==> src/rtl/swd_uart_tx.sv <==
// SWD capture to host UART bridge: small FIFO absorbs capture bursts, 8N1 serialiser drains it LSB first.
// state | meaning: IDLE idle high, pops when FIFO non-empty | START start bit | DATA 8 data bits | STOP stop bit
module swd_uart_tx #(
   parameter int CLKS_PER_BIT = 104,
   parameter int FIFO_AW      = 4
) (
   input  logic               clk,
   input  logic               reset,
   input  logic [7:0]         dt,
   input  logic               rdy_swd,
   output logic               tx,
   output logic               busy,
   output logic               overflow,
   output logic [FIFO_AW:0]   fifo_level
);

   localparam int                  DEPTH      = 1 << FIFO_AW;
   localparam int                  CW         = $clog2(CLKS_PER_BIT);
   localparam logic [CW-1:0]       BAUD_LAST  = CW'(CLKS_PER_BIT - 1);
   localparam logic [CW-1:0]       BAUD_ONE   = CW'(1);
   localparam logic [FIFO_AW:0]    LEVEL_FULL = (FIFO_AW + 1)'(DEPTH);
   localparam logic [FIFO_AW:0]    LEVEL_ONE  = (FIFO_AW + 1)'(1);
   localparam logic [FIFO_AW-1:0]  PTR_ONE    = FIFO_AW'(1);

   typedef enum logic [1:0] {
      S_IDLE,
      S_START,
      S_DATA,
      S_STOP
   } state_t;

   state_t               state;
   state_t               state_nxt;
   logic [7:0]           mem [DEPTH];
   logic [FIFO_AW-1:0]   wr_ptr;
   logic [FIFO_AW-1:0]   rd_ptr;
   logic [FIFO_AW:0]     level;
   logic [CW-1:0]        baud_cnt;
   logic [CW-1:0]        baud_cnt_nxt;
   logic [2:0]           bit_idx;
   logic [2:0]           bit_idx_nxt;
   logic [7:0]           shift;
   logic [7:0]           shift_nxt;
   logic                 tx_q;
   logic                 tx_nxt;
   logic                 full;
   logic                 pop;
   logic                 push;
   logic                 baud_done;

   assign full      = (level == LEVEL_FULL);
   assign pop       = (state == S_IDLE) && (level != '0);
   // A pop in the same cycle frees a slot, so a push into a full FIFO still lands.
   assign push      = rdy_swd && (!full || pop);
   assign baud_done = (baud_cnt == BAUD_LAST);

   always_ff @(posedge clk) begin
      if (push) begin
         mem[wr_ptr] <= dt;
      end
   end

   always_ff @(posedge clk or posedge reset) begin
      if (reset) begin
         wr_ptr   <= '0;
         rd_ptr   <= '0;
         level    <= '0;
         overflow <= 1'b0;
      end else begin
         if (push) begin
            wr_ptr <= wr_ptr + PTR_ONE;
         end
         if (pop) begin
            rd_ptr <= rd_ptr + PTR_ONE;
         end
         case ({push, pop})
            2'b10:   level <= level + LEVEL_ONE;
            2'b01:   level <= level - LEVEL_ONE;
            default: level <= level;
         endcase
         if (rdy_swd && !push) begin
            overflow <= 1'b1;
         end
      end
   end

   always_ff @(posedge clk or posedge reset) begin
      if (reset) begin
         state    <= S_IDLE;
         baud_cnt <= '0;
         bit_idx  <= '0;
         shift    <= '0;
         tx_q     <= 1'b1;
      end else begin
         state    <= state_nxt;
         baud_cnt <= baud_cnt_nxt;
         bit_idx  <= bit_idx_nxt;
         shift    <= shift_nxt;
         tx_q     <= tx_nxt;
      end
   end

   // tx_nxt is the line level for the next cycle, so tx leaves a flop with no decode glitches.
   always_comb begin
      state_nxt    = state;
      baud_cnt_nxt = baud_cnt;
      bit_idx_nxt  = bit_idx;
      shift_nxt    = shift;
      tx_nxt       = tx_q;
      unique case (state)
         S_IDLE: begin
            tx_nxt = 1'b1;
            if (pop) begin
               shift_nxt    = mem[rd_ptr];
               baud_cnt_nxt = '0;
               bit_idx_nxt  = '0;
               tx_nxt       = 1'b0;
               state_nxt    = S_START;
            end
         end
         S_START: begin
            tx_nxt = 1'b0;
            if (baud_done) begin
               baud_cnt_nxt = '0;
               bit_idx_nxt  = '0;
               tx_nxt       = shift[0];
               state_nxt    = S_DATA;
            end else begin
               baud_cnt_nxt = baud_cnt + BAUD_ONE;
            end
         end
         S_DATA: begin
            tx_nxt = shift[0];
            if (baud_done) begin
               baud_cnt_nxt = '0;
               if (bit_idx == 3'd7) begin
                  tx_nxt    = 1'b1;
                  state_nxt = S_STOP;
               end else begin
                  shift_nxt   = {1'b0, shift[7:1]};
                  bit_idx_nxt = bit_idx + 3'd1;
                  tx_nxt      = shift[1];
               end
            end else begin
               baud_cnt_nxt = baud_cnt + BAUD_ONE;
            end
         end
         S_STOP: begin
            tx_nxt = 1'b1;
            if (baud_done) begin
               baud_cnt_nxt = '0;
               state_nxt    = S_IDLE;
            end else begin
               baud_cnt_nxt = baud_cnt + BAUD_ONE;
            end
         end
         default: begin
            state_nxt = S_IDLE;
         end
      endcase
   end

   assign tx         = tx_q;
   assign busy       = (state != S_IDLE) || (level != '0);
   assign fifo_level = level;

endmodule

==> config.mk <==
export PLATFORM = sky130hd
export DESIGN_NAME = swd_uart_tx
export DESIGN_NICKNAME = d
export VERILOG_FILES = /design/src/rtl/swd_uart_tx.sv
export SDC_FILE = /design/constraint.sdc
export NUM_CORES = 1
export LEC_CHECK = 0
export CAP_MARGIN = 20
export CORE_UTILIZATION = 50
export CTS_CLUSTER_DIAMETER = 150
export DETAILED_ROUTE_END_ITERATION = 16
export GPL_TIMING_DRIVEN = 0
export PLACE_DENSITY = 0.65
export SYNTH_ARGS = -nofsm -noshare
export SYNTH_HDL_FRONTEND = slang
export SYNTH_SLANG_ARGS = --single-unit
export TNS_END_PERCENT = 10
==> constraint.sdc <==
create_clock -name clk -period 8.45 [get_ports clk]
set_clock_uncertainty 0.2 [all_clocks]
set_input_delay 0.845 -clock clk [delete_from_list [all_inputs] [get_ports clk]]
set_output_delay 0.845 -clock clk [all_outputs]
set_load 0.1 [all_outputs]
Word level (Yosys, flattened, before mapping)
Memory sizes are Yosys's and may differ from the RTL's.
Cells that the tools add are included.
Widths: inputs -> output; s select.
{ "totals": {"ram_bits": 128, "reg_bits": 35, "in_bits": 11, "latch_bits": 0, "word_cells": 73, "mem_count": 1, "out_inout_bits": 8, "romBits": 0} }
{ "memory_table": {"columns": ["memory", "depth", "width", "rd", "rd_clocked_by_memory_dff", "write_ports", "line_no", "text"], "rows": [
  ["mem", 16, 8, 1, 0, 1, "34", "logic [7:0] mem [DEPTH];"]
]} }
{ "classes": {"n_mul": 0, "n_eq_ne": 14, "n_mux": 26, "add_sub_neg": 6, "shifts": 0, "n_reduce_logical": 17, "bitwise": 0, "n_lt_le_gt_ge": 0, "div": 0} }
{ "ops": {"columns": ["operator", "n"], "rows": [
  ["$mux 8", 3],
  ["$pmux 8 s2", 1],
  ["$mux 7", 2],
  ["$pmux 7 s2", 1],
  ["$mux 3", 4],
  ["$ne 2x2->1 const B", 6],
  ["$mux 2", 5],
  ["$pmux 5 s2", 1],
  ["$reduce_and 5->1", 2],
  ["$pmux 3 s3", 1],
  ["$add 4x1->4 const B", 2],
  ["$pmux 2 s4", 1],
  ["$add 7x1->7 const B", 1],
  ["$eq 7x7->1 const B", 1],
  ["$eq 2x2->1 const B", 3],
  ["$mux 1", 6],
  ["$reduce_bool 2->1", 3],
  ["$add 5x1->5 const B", 1],
  ["$eq 5x5->1 const B", 1],
  ["$reduce_bool 5->1", 1],
  ["$sub 5x1->5 const B", 1],
  ["$eq 2x1->1 const B", 2],
  ["$pmux 1 s4", 1],
  ["$reduce_and 4->1", 1],
  ["other kinds (8)", 12]
]} }

Longest topological paths before layout
Gate-level depths: netlist (run 1).
{ "logic_depth": {"word_depth": 6, "ltp_mapped": 15, "depth_no_buf": 13} }

Worst setup path after synthesis (run 1)
No wires, ideal clock.
{ "synth_path": {"path_kind": "flip-flop to flip-flop", "from": "reg level[1], in the netlist fifo_level[1]", "to": "reg level[4], in the netlist fifo_level[4]", "period_less_slack_ps": 3885, "required_time_ps": 8090, "arrival_time_ps": 3525, "path_buffers": 3, "setup_time_ps": 160, "stages_incl_launch_ff": 16, "setup_slack_ps": 4565, "cell_sequence": "dfrtp_1 > buf_6 > or4_4 > or3b_1 > and2_1 > buf_6 > clkinv_2 > ha_1 > clkbuf_1 > xor2_1 > ha_1 > nor3b_1 > a31oi_1 > o22ai_1 > a21oi_1 > xnor2_1"} }
{ "synth_via": {"elab_chain_cells": 6, "word_cells_on_any_way": 12, "cone_classes": "2 x add/sub; 3 x eq/ne; 1 x mux; 6 x reduce/logical"} }
{ "synth_lines": {"columns": ["item", "line_no", "text"], "rows": [
  ["start: declaration", "37", "logic [FIFO_AW:0] level;"],
  ["start signal: assignment", "77", "2'b10: level <= level + LEVEL_ONE;"],
  ["start signal: assignment", "78", "2'b01: level <= level - LEVEL_ONE;"],
  ["start signal: assignment", "79", "default: level <= level;"],
  ["$eq 5x5->1 / $reduce_bool 5->1 (equally long branches)", "51, 52", null],
  ["$logic_not 1->1 / $logic_and 1x1->1 (equally long branches)", "54, 52", null],
  ["$logic_or 1x1->1", "54", "assign push = rdy_swd && (!full || pop);"],
  ["$logic_and 1x1->1", "54", null],
  ["$eq 2x1->1 / $eq 2x2->1 (equally long branches)", "76", "case ({push, pop})"],
  ["$pmux 5 s2 / $reduce_bool 2->1 (equally long branches)", null, null]
]} }
Several ways; a longest one is shown, not always the timed one.
A chain may end at the register's enable or synchronous reset.

Worst setup path in the final report (run 1)
{ "layout_path": {"from": "reg level[1], in the netlist fifo_level[1]", "to": "out busy"} }
{ "layout_via": {"elab_chain_cells": 2} }
{ "layout_lines": {"columns": ["item", "line_no", "text"], "rows": [
  ["$reduce_bool 5->1", "164", "assign busy = (state != S_IDLE) || (level != '0);"],
  ["$logic_or 1x1->1", "164", null],
  ["end: declaration", "12", "output logic busy,"]
]} }
Every way passes these cells.

==> impl_metrics.json, run 1 <==
{
  "clk_pin_slew_worst_paths_ps": 60,
  "cts-root-buf": "clkbuf_16",
  "final_antenna_net_count": 0,
  "synth-seq-cells": 163,
  "pre_cts_slack_ps": 4670,
  "nFillCells": 1059,
  "clockBufferDepth": 2,
  "ioPinCount": 19,
  "final-seq-area_sq_mm": 0.00472,
  "synthMuxAreaShare_pct": 10.9,
  "ys_warn_count": 0,
  "drtPass1Iterations": 5,
  "placedCellCount": 639,
  "dieArea_sq_mm": 0.0143,
  "route.detailed.drc": 0,
  "finalHoldViolations": 0,
  "slew_headroom_pct": 35.0,
  "powerDensity_mw_per_mm2": 365,
  "layout_commonest_cell": "edfxtp_1",
  "antenna_found_initial": 0,
  "initialDrtViolationCount": 212,
  "clock.fmax_ghz": 0.236,
  "hold_path_class": "register to register",
  "grt_max_degree": 20,
  "status": "finished clean",
  "placement_rows": 42,
  "synthSimpleGateAreaFrac_pct": 7.39,
  "synth_edf_count": 128,
  "num-nets-final": 509,
  "drive_above_1_share_pct": 13.8,
  "fin_crit_sh_pct": 50.1,
  "grt_pass1_wl_mm": 21.1,
  "start_util_pct": 51.7,
  "wirelength_mm": 13.5,
  "critPathRequiredTime_ps": 7400,
  "synth_adder_area_share_pct": 2.89,
  "cts-buffers-inserted": 17,
  "clk_latency_ps": 430,
  "start_kind": "register",
  "cts_resized": 0,
  "cts_tree": "built",
  "synthArstFlopShare_pct": 21.5,
  "worst_slew_pin_slew_ps": 971,
  "synth-main-ff-cell": "edfxtp_1",
  "slew_viol_final": 0,
  "postSynthAreaPerCell_sq_um": 15.6,
  "synthXorXnorAreaFrac_pct": 1.52,
  "rsz0062_at_grt": "false",
  "grt_pass1_vias": 3838,
  "die-width_um": 120,
  "total_power_mw": 2.91,
  "fin_cells": 669,
  "area_growth_pct": 15.0,
  "ctsHoldBuffers": 0,
  "clock_sinks": 163,
  "final_cell_mix": "edfxtp_1 (128), dfrtp_1 (34), mux2i_1 (29), mux4_2 (19)",
  "crit_fanout": 10,
  "core_area_sq_mm": 0.0134,
  "crit_path_end_kind": "output port",
  "via_count": 3806,
  "grt_overflow": 0,
  "synthDistinctLibCells": 45,
  "maxCapViolations": 0,
  "placedInstanceArea_sq_mm": 0.00735,
  "finalInstanceArea_sq_mm": 0.00796,
  "gp_congestion": 0.759,
  "final.min_clock_period_ps": 4230,
  "yosysSeqAreaShare_pct": 68.2,
  "synth_area_sq_mm": 0.00692,
  "dp_hpwl_mm": 8.88,
  "vias_per_cell": 5.69,
  "die_y_um": 120,
  "setup_tns_ps": 0,
  "synth-compound-area-share_pct": 6.87,
  "num_antenna_cells": 0,
  "crit_type": "register to output port",
  "multi_input_area_sq_mm": 0.00204,
  "ctsHtreeMaxLevel": 4,
  "postCtsSetupBuffers": 0,
  "crit_arrival_ps": 3180,
  "cellLeakagePower_nw": 2.90,
  "finalSetupViolations": 0,
  "syn_inst": 444,
  "grt_usage_pct": 20.8,
  "vdd_drop_max_v": 0.000191,
  "fin_ws_ps": 4220,
  "port-buffer-count": 18,
  "wl_per_cell_um": 20.2,
  "synth_nets": 471,
  "synth_top_family_by_area": "multiplexers"
}
==> state kept, by name, summed over array words and instances (netlist names) <==
name / cells
tx: 1
shift: 8
wr_ptr: 4
state: 2
bit_idx: 3
baud_cnt: 7
overflow: 1
fifo_level: 5
mem: 128
rd_ptr: 4
==> cells by family after synthesis <==
kind of cell	count (synthesis)
simple gates	94
fa+ha+maj	16
flops	163
mux	51
xor+xnor	12
compound gates	74
buf+inv	34
==> critical path, stage by stage, from the launching register on <==
cell             delay [ps]
dfrtp_1                 380
buf_6                   140
or4_4                   530
nor3b_2                 340
buf_2                   280
inv_1                   110
clkdlybuf4s50_1         980
==> cell usage after synthesis (7+ instances only) <==
library cell / count / share of area (%)
edfxtp_1: 128 / 56
dfrtp_1: 34 / 12
mux2i_1: 29 / 4.2
mux4_2: 19 / 6.2
nand2_1: 18 / 0.98
nor2_1: 18 / 0.98
a21oi_1: 16 / 1.2
ha_1: 16 / 2.9
a22oi_1: 14 / 1.5
and3_1: 12 / 1.1
inv_1: 12 / 0.65
and2_1: 11 / 0.99
o21ai_0: 10 / 0.72
o22ai_1: 10 / 0.90
a31oi_1: 9 / 0.81
buf_2: 9 / 0.65
or3_1: 8 / 0.72
clkbuf_1: 7 / 0.38
xnor2_1: 7 / 0.89
==> layer usage <==
layer	wire length, um	vias to the layer above	GRT usage [%]	share of wire [%]
met5	0	-	0	0
met4	237	0	8.28	1.8
met3	543	17	4.80	4.0
met2	6590	73	32.2	49
met1	6110	1922	28.5	45
li1	-	1794	-	-
==> stage by stage <==
| stage | hold slack (ps) | util (%) |
|---|---|---|
| after CTS | 287 | 59.4 |
| after detailed placement | 273 | 54.9 |
| after global routing | 306 | 59.4 |
| final | 275 | 59.4 |
| after floorplan | 257 | - |
| after global placement | 258 | 54.7 |
==> report_power, final <==
group	switching, mW	internal (mW)
combinational	0.626	0.402
sequential	0.0779	1.01
clock	0.304	0.491
total	1.01	1.90
==> final timing paths <==
kind	from	end	slack, ps	cells past startpoint
worst max register to register	fifo_level[1]$_DFFE_PP0P_	fifo_level[4]$_DFFE_PP0P_	4920	15
worst max-delay path	fifo_level[1]$_DFFE_PP0P_	busy	4220	6
min in group asynchronous	reset	fifo_level[3]$_DFFE_PP0P_	650	2
max in group asynchronous	reset	shift[4]$_DFFE_PP0P_	6840	3
worst min-delay path	overflow$_DFFE_PP0P_	overflow$_DFFE_PP0P_	280	1
worst min register to register	overflow$_DFFE_PP0P_	overflow$_DFFE_PP0P_	280	1
==> cell type report <==
type	instances	area share, %
sequential	163	59.3
timing repair buffer	19	2.61
clock inverter	13	2.31
tap	176	2.77
clock buffer	17	5.34
inverter	13	0.629
buffer	21	1.37
multi-input combinational	247	25.7
(Power assumes the default switching activity.)
==> run 2, diff against run 1 <==
--- a/config.mk
+++ b/config.mk
@@ -10,7 +10,7 @@
 export CTS_CLUSTER_DIAMETER = 150
 export DETAILED_ROUTE_END_ITERATION = 16
 export GPL_TIMING_DRIVEN = 0
-export PLACE_DENSITY = 0.65
+export PLACE_DENSITY = 0.67
 export SYNTH_ARGS = -nofsm -noshare
 export SYNTH_HDL_FRONTEND = slang
 export SYNTH_SLANG_ARGS = --single-unit
==> constraint.sdc (replaced) <==
create_clock -name clk -period 3.8 [get_ports clk]
set_clock_uncertainty 0.2 [all_clocks]
set_input_delay 0.38 -clock clk [delete_from_list [all_inputs] [get_ports clk]]
set_output_delay 0.38 -clock clk [all_outputs]
set_load 0.1 [all_outputs]
==> impl_metrics.json, run 2 (synthesis results as in run 1) <==
{
  "status": "finished clean",
  "crit_arrival_ps": 3600,
  "ioPinCount": 19,
  "route.detailed.drc": 0,
  "area_growth_pct": 15.0,
  "vdd_drop_max_v": 0.000435,
  "num-nets-final": 508,
  "port-buffer-count": 18,
  "final_cell_mix": "edfxtp_1 (128), dfrtp_1 (32), mux2i_1 (29), mux4_2 (19)",
  "die-width_um": 120,
  "dieArea_sq_mm": 0.0143,
  "vias_per_cell": 5.68,
  "worst_slew_pin_slew_ps": 971,
  "clk_latency_ps": 420,
  "rsz0062_at_grt": "false",
  "crit_type": "register to register",
  "clock.fmax_ghz": 0.285,
  "clockBufferDepth": 2,
  "swShare_pct": 34.6,
  "grt_pass1_wl_mm": 21.2,
  "cts-buffers-inserted": 17,
  "maxCapViolations": 0,
  "grt_max_degree": 25,
  "drtPass1Iterations": 5,
  "dp_hpwl_mm": 8.84,
  "hold_path_class": "input pin to async pin",
  "placedCellCount": 639,
  "p_comb_share_pct": 35.3,
  "die_y_um": 120,
  "grt_usage_pct": 20.6,
  "finalSetupViolations": 0,
  "wl_per_cell_um": 19.9,
  "p_int_mw": 4.24,
  "powerDensity_mw_per_mm2": 813,
  "crit_path_end_kind": "register",
  "pwr-share-seq_pct": 37.3,
  "ctsHtreeMaxLevel": 4,
  "cts-root-buf": "clkbuf_16",
  "fin_cells": 669,
  "postCtsSetupBuffers": 0,
  "grt_overflow": 0,
  "reg_top3": "mem: 128 flops, shift: 8 flops, baud_cnt: 7 flops",
  "final.min_clock_period_ps": 3500,
  "wirelength_mm": 13.3,
  "clk_pin_slew_worst_paths_ps": 60,
  "slew_viol_final": 0,
  "slew_headroom_pct": 35.1,
  "setup_tns_ps": 0,
  "num_antenna_cells": 0,
  "core_area_sq_mm": 0.0134,
  "crit_fanout": 8,
  "largest_reg_flops": 128,
  "clkPwrFrac_pct": 27.5,
  "clock_sinks": 163,
  "start_util_pct": 51.7,
  "top_register": "mem",
  "placement_rows": 42,
  "cellLeakagePower_nw": 2.90,
  "via_count": 3798,
  "nFillCells": 1045,
  "drive_above_1_share_pct": 14.2,
  "gp_congestion": 0.782,
  "antenna_found_initial": 0,
  "grt_pass1_vias": 3877,
  "finalHoldViolations": 0,
  "cts_tree": "built",
  "critPathRequiredTime_ps": 3900,
  "initialDrtViolationCount": 246,
  "switching_power_mw": 2.24,
  "ctsHoldBuffers": 0,
  "fin_crit_sh_pct": 92.2,
  "cts_resized": 1,
  "start_kind": "register",
  "layout_commonest_cell": "edfxtp_1",
  "final_antenna_net_count": 0
}
## run 2: cell count changes in the layout (fill, tap and decap cells not counted), sizes merged
cell | previous run | this run
inv | 14 | 15
clkbuf | 24 | 25
clkinv | 7 | 6
clkdlybuf4s50 | 18 | 17
clkinvlp | 1 | 0
dlygate4sd2 | 0 | 1
## run 2: area by class of cell
cell class	count	area, sq um	share of cell area, %
clock buffers	19	433	5.44
well taps	176	220	2.77
repair buffers	19	206	2.59
clock inverters	12	180	2.26
inverters	13	50.0	0.629
flip-flops and latches	163	4720	59.3
plain buffers	20	105	1.32
multi-input cells	247	2040	25.7
## run 2: critical path: stages, from the launching register on
cell,delay [ps]
dfrtp_2,410
buf_6,130
or4_4,530
or3b_1,380
and2_1,180
buf_6,130
clkinv_2,80
ha_1,350
xor2_1,120
ha_1,240
nor3b_1,190
a31oi_1,60
o22ai_1,160
a21oi_1,100
xnor2_1,130
## run 2: through the flow
step	util (%)	worst slack [ps]	hold WS, ps	instance area, sq um	power [mW]
global placement	54.7	269	259	7330	4.68
floorplan	-	27.5	257	6930	4.13
detailed placement	54.9	202	266	7350	4.75
global route	59.4	102	161	7960	6.84
finish	59.4	297	123	7960	6.48
CTS	59.4	176	124	7970	6.53
## run 2: routing by layer
metal / wire, um / vias up / global-route usage (%)
li1: - / 1788 / -
met1: 5750 / 1918 / 27.3
met2: 6720 / 79 / 33.0
met3: 712 / 13 / 4.85
met4: 156 / 0 / 7.97
met5: 0 / - / 0
## run 2: power groups by stage
| stage | sequential, mW | clock [mW] | combinational, mW |
|---|---|---|---|
| 6_report | 2.41 | 1.78 | 2.28 |
| 5_1_grt | 2.45 | 1.88 | 2.51 |
| 4_1_cts | 2.41 | 1.81 | 2.31 |
| 3_5_place_dp | 2.44 | 0 | 2.30 |
| 3_3_place_gp | 2.43 | 0 | 2.24 |
| 2_1_floorplan | 2.68 | 0 | 1.46 |
## run 2: final timing paths
| kind | to | depth (start not counted) | from | slack (ps) |
|---|---|---|---|---|
| max in group asynchronous | tx$_DFF_PP1_ | 3 | reset | 2680 |
| worst max-delay path | fifo_level[4]$_DFFE_PP0P_ | 14 | fifo_level[1]$_DFFE_PP0P_ | 300 |
| worst min register to register | overflow$_DFFE_PP0P_ | 1 | overflow$_DFFE_PP0P_ | 280 |
| worst min-delay path | fifo_level[2]$_DFFE_PP0P_ | 2 | reset | 120 |
| min in group clk | overflow$_DFFE_PP0P_ | 1 | overflow$_DFFE_PP0P_ | 280 |
| worst max register to register | fifo_level[4]$_DFFE_PP0P_ | 14 | fifo_level[1]$_DFFE_PP0P_ | 300 |
==> run 3, diff against run 2 <==
--- a/config.mk
+++ b/config.mk
@@ -9,6 +9,7 @@
 export CORE_UTILIZATION = 50
 export CTS_CLUSTER_DIAMETER = 150
 export DETAILED_ROUTE_END_ITERATION = 16
+export GPL_ROUTABILITY_DRIVEN = 0
 export GPL_TIMING_DRIVEN = 0
 export PLACE_DENSITY = 0.67
 export SYNTH_ARGS = -nofsm -noshare
==> results of run 3 <==
No change in the layout: final DEF, timing and power equal those of run 2.
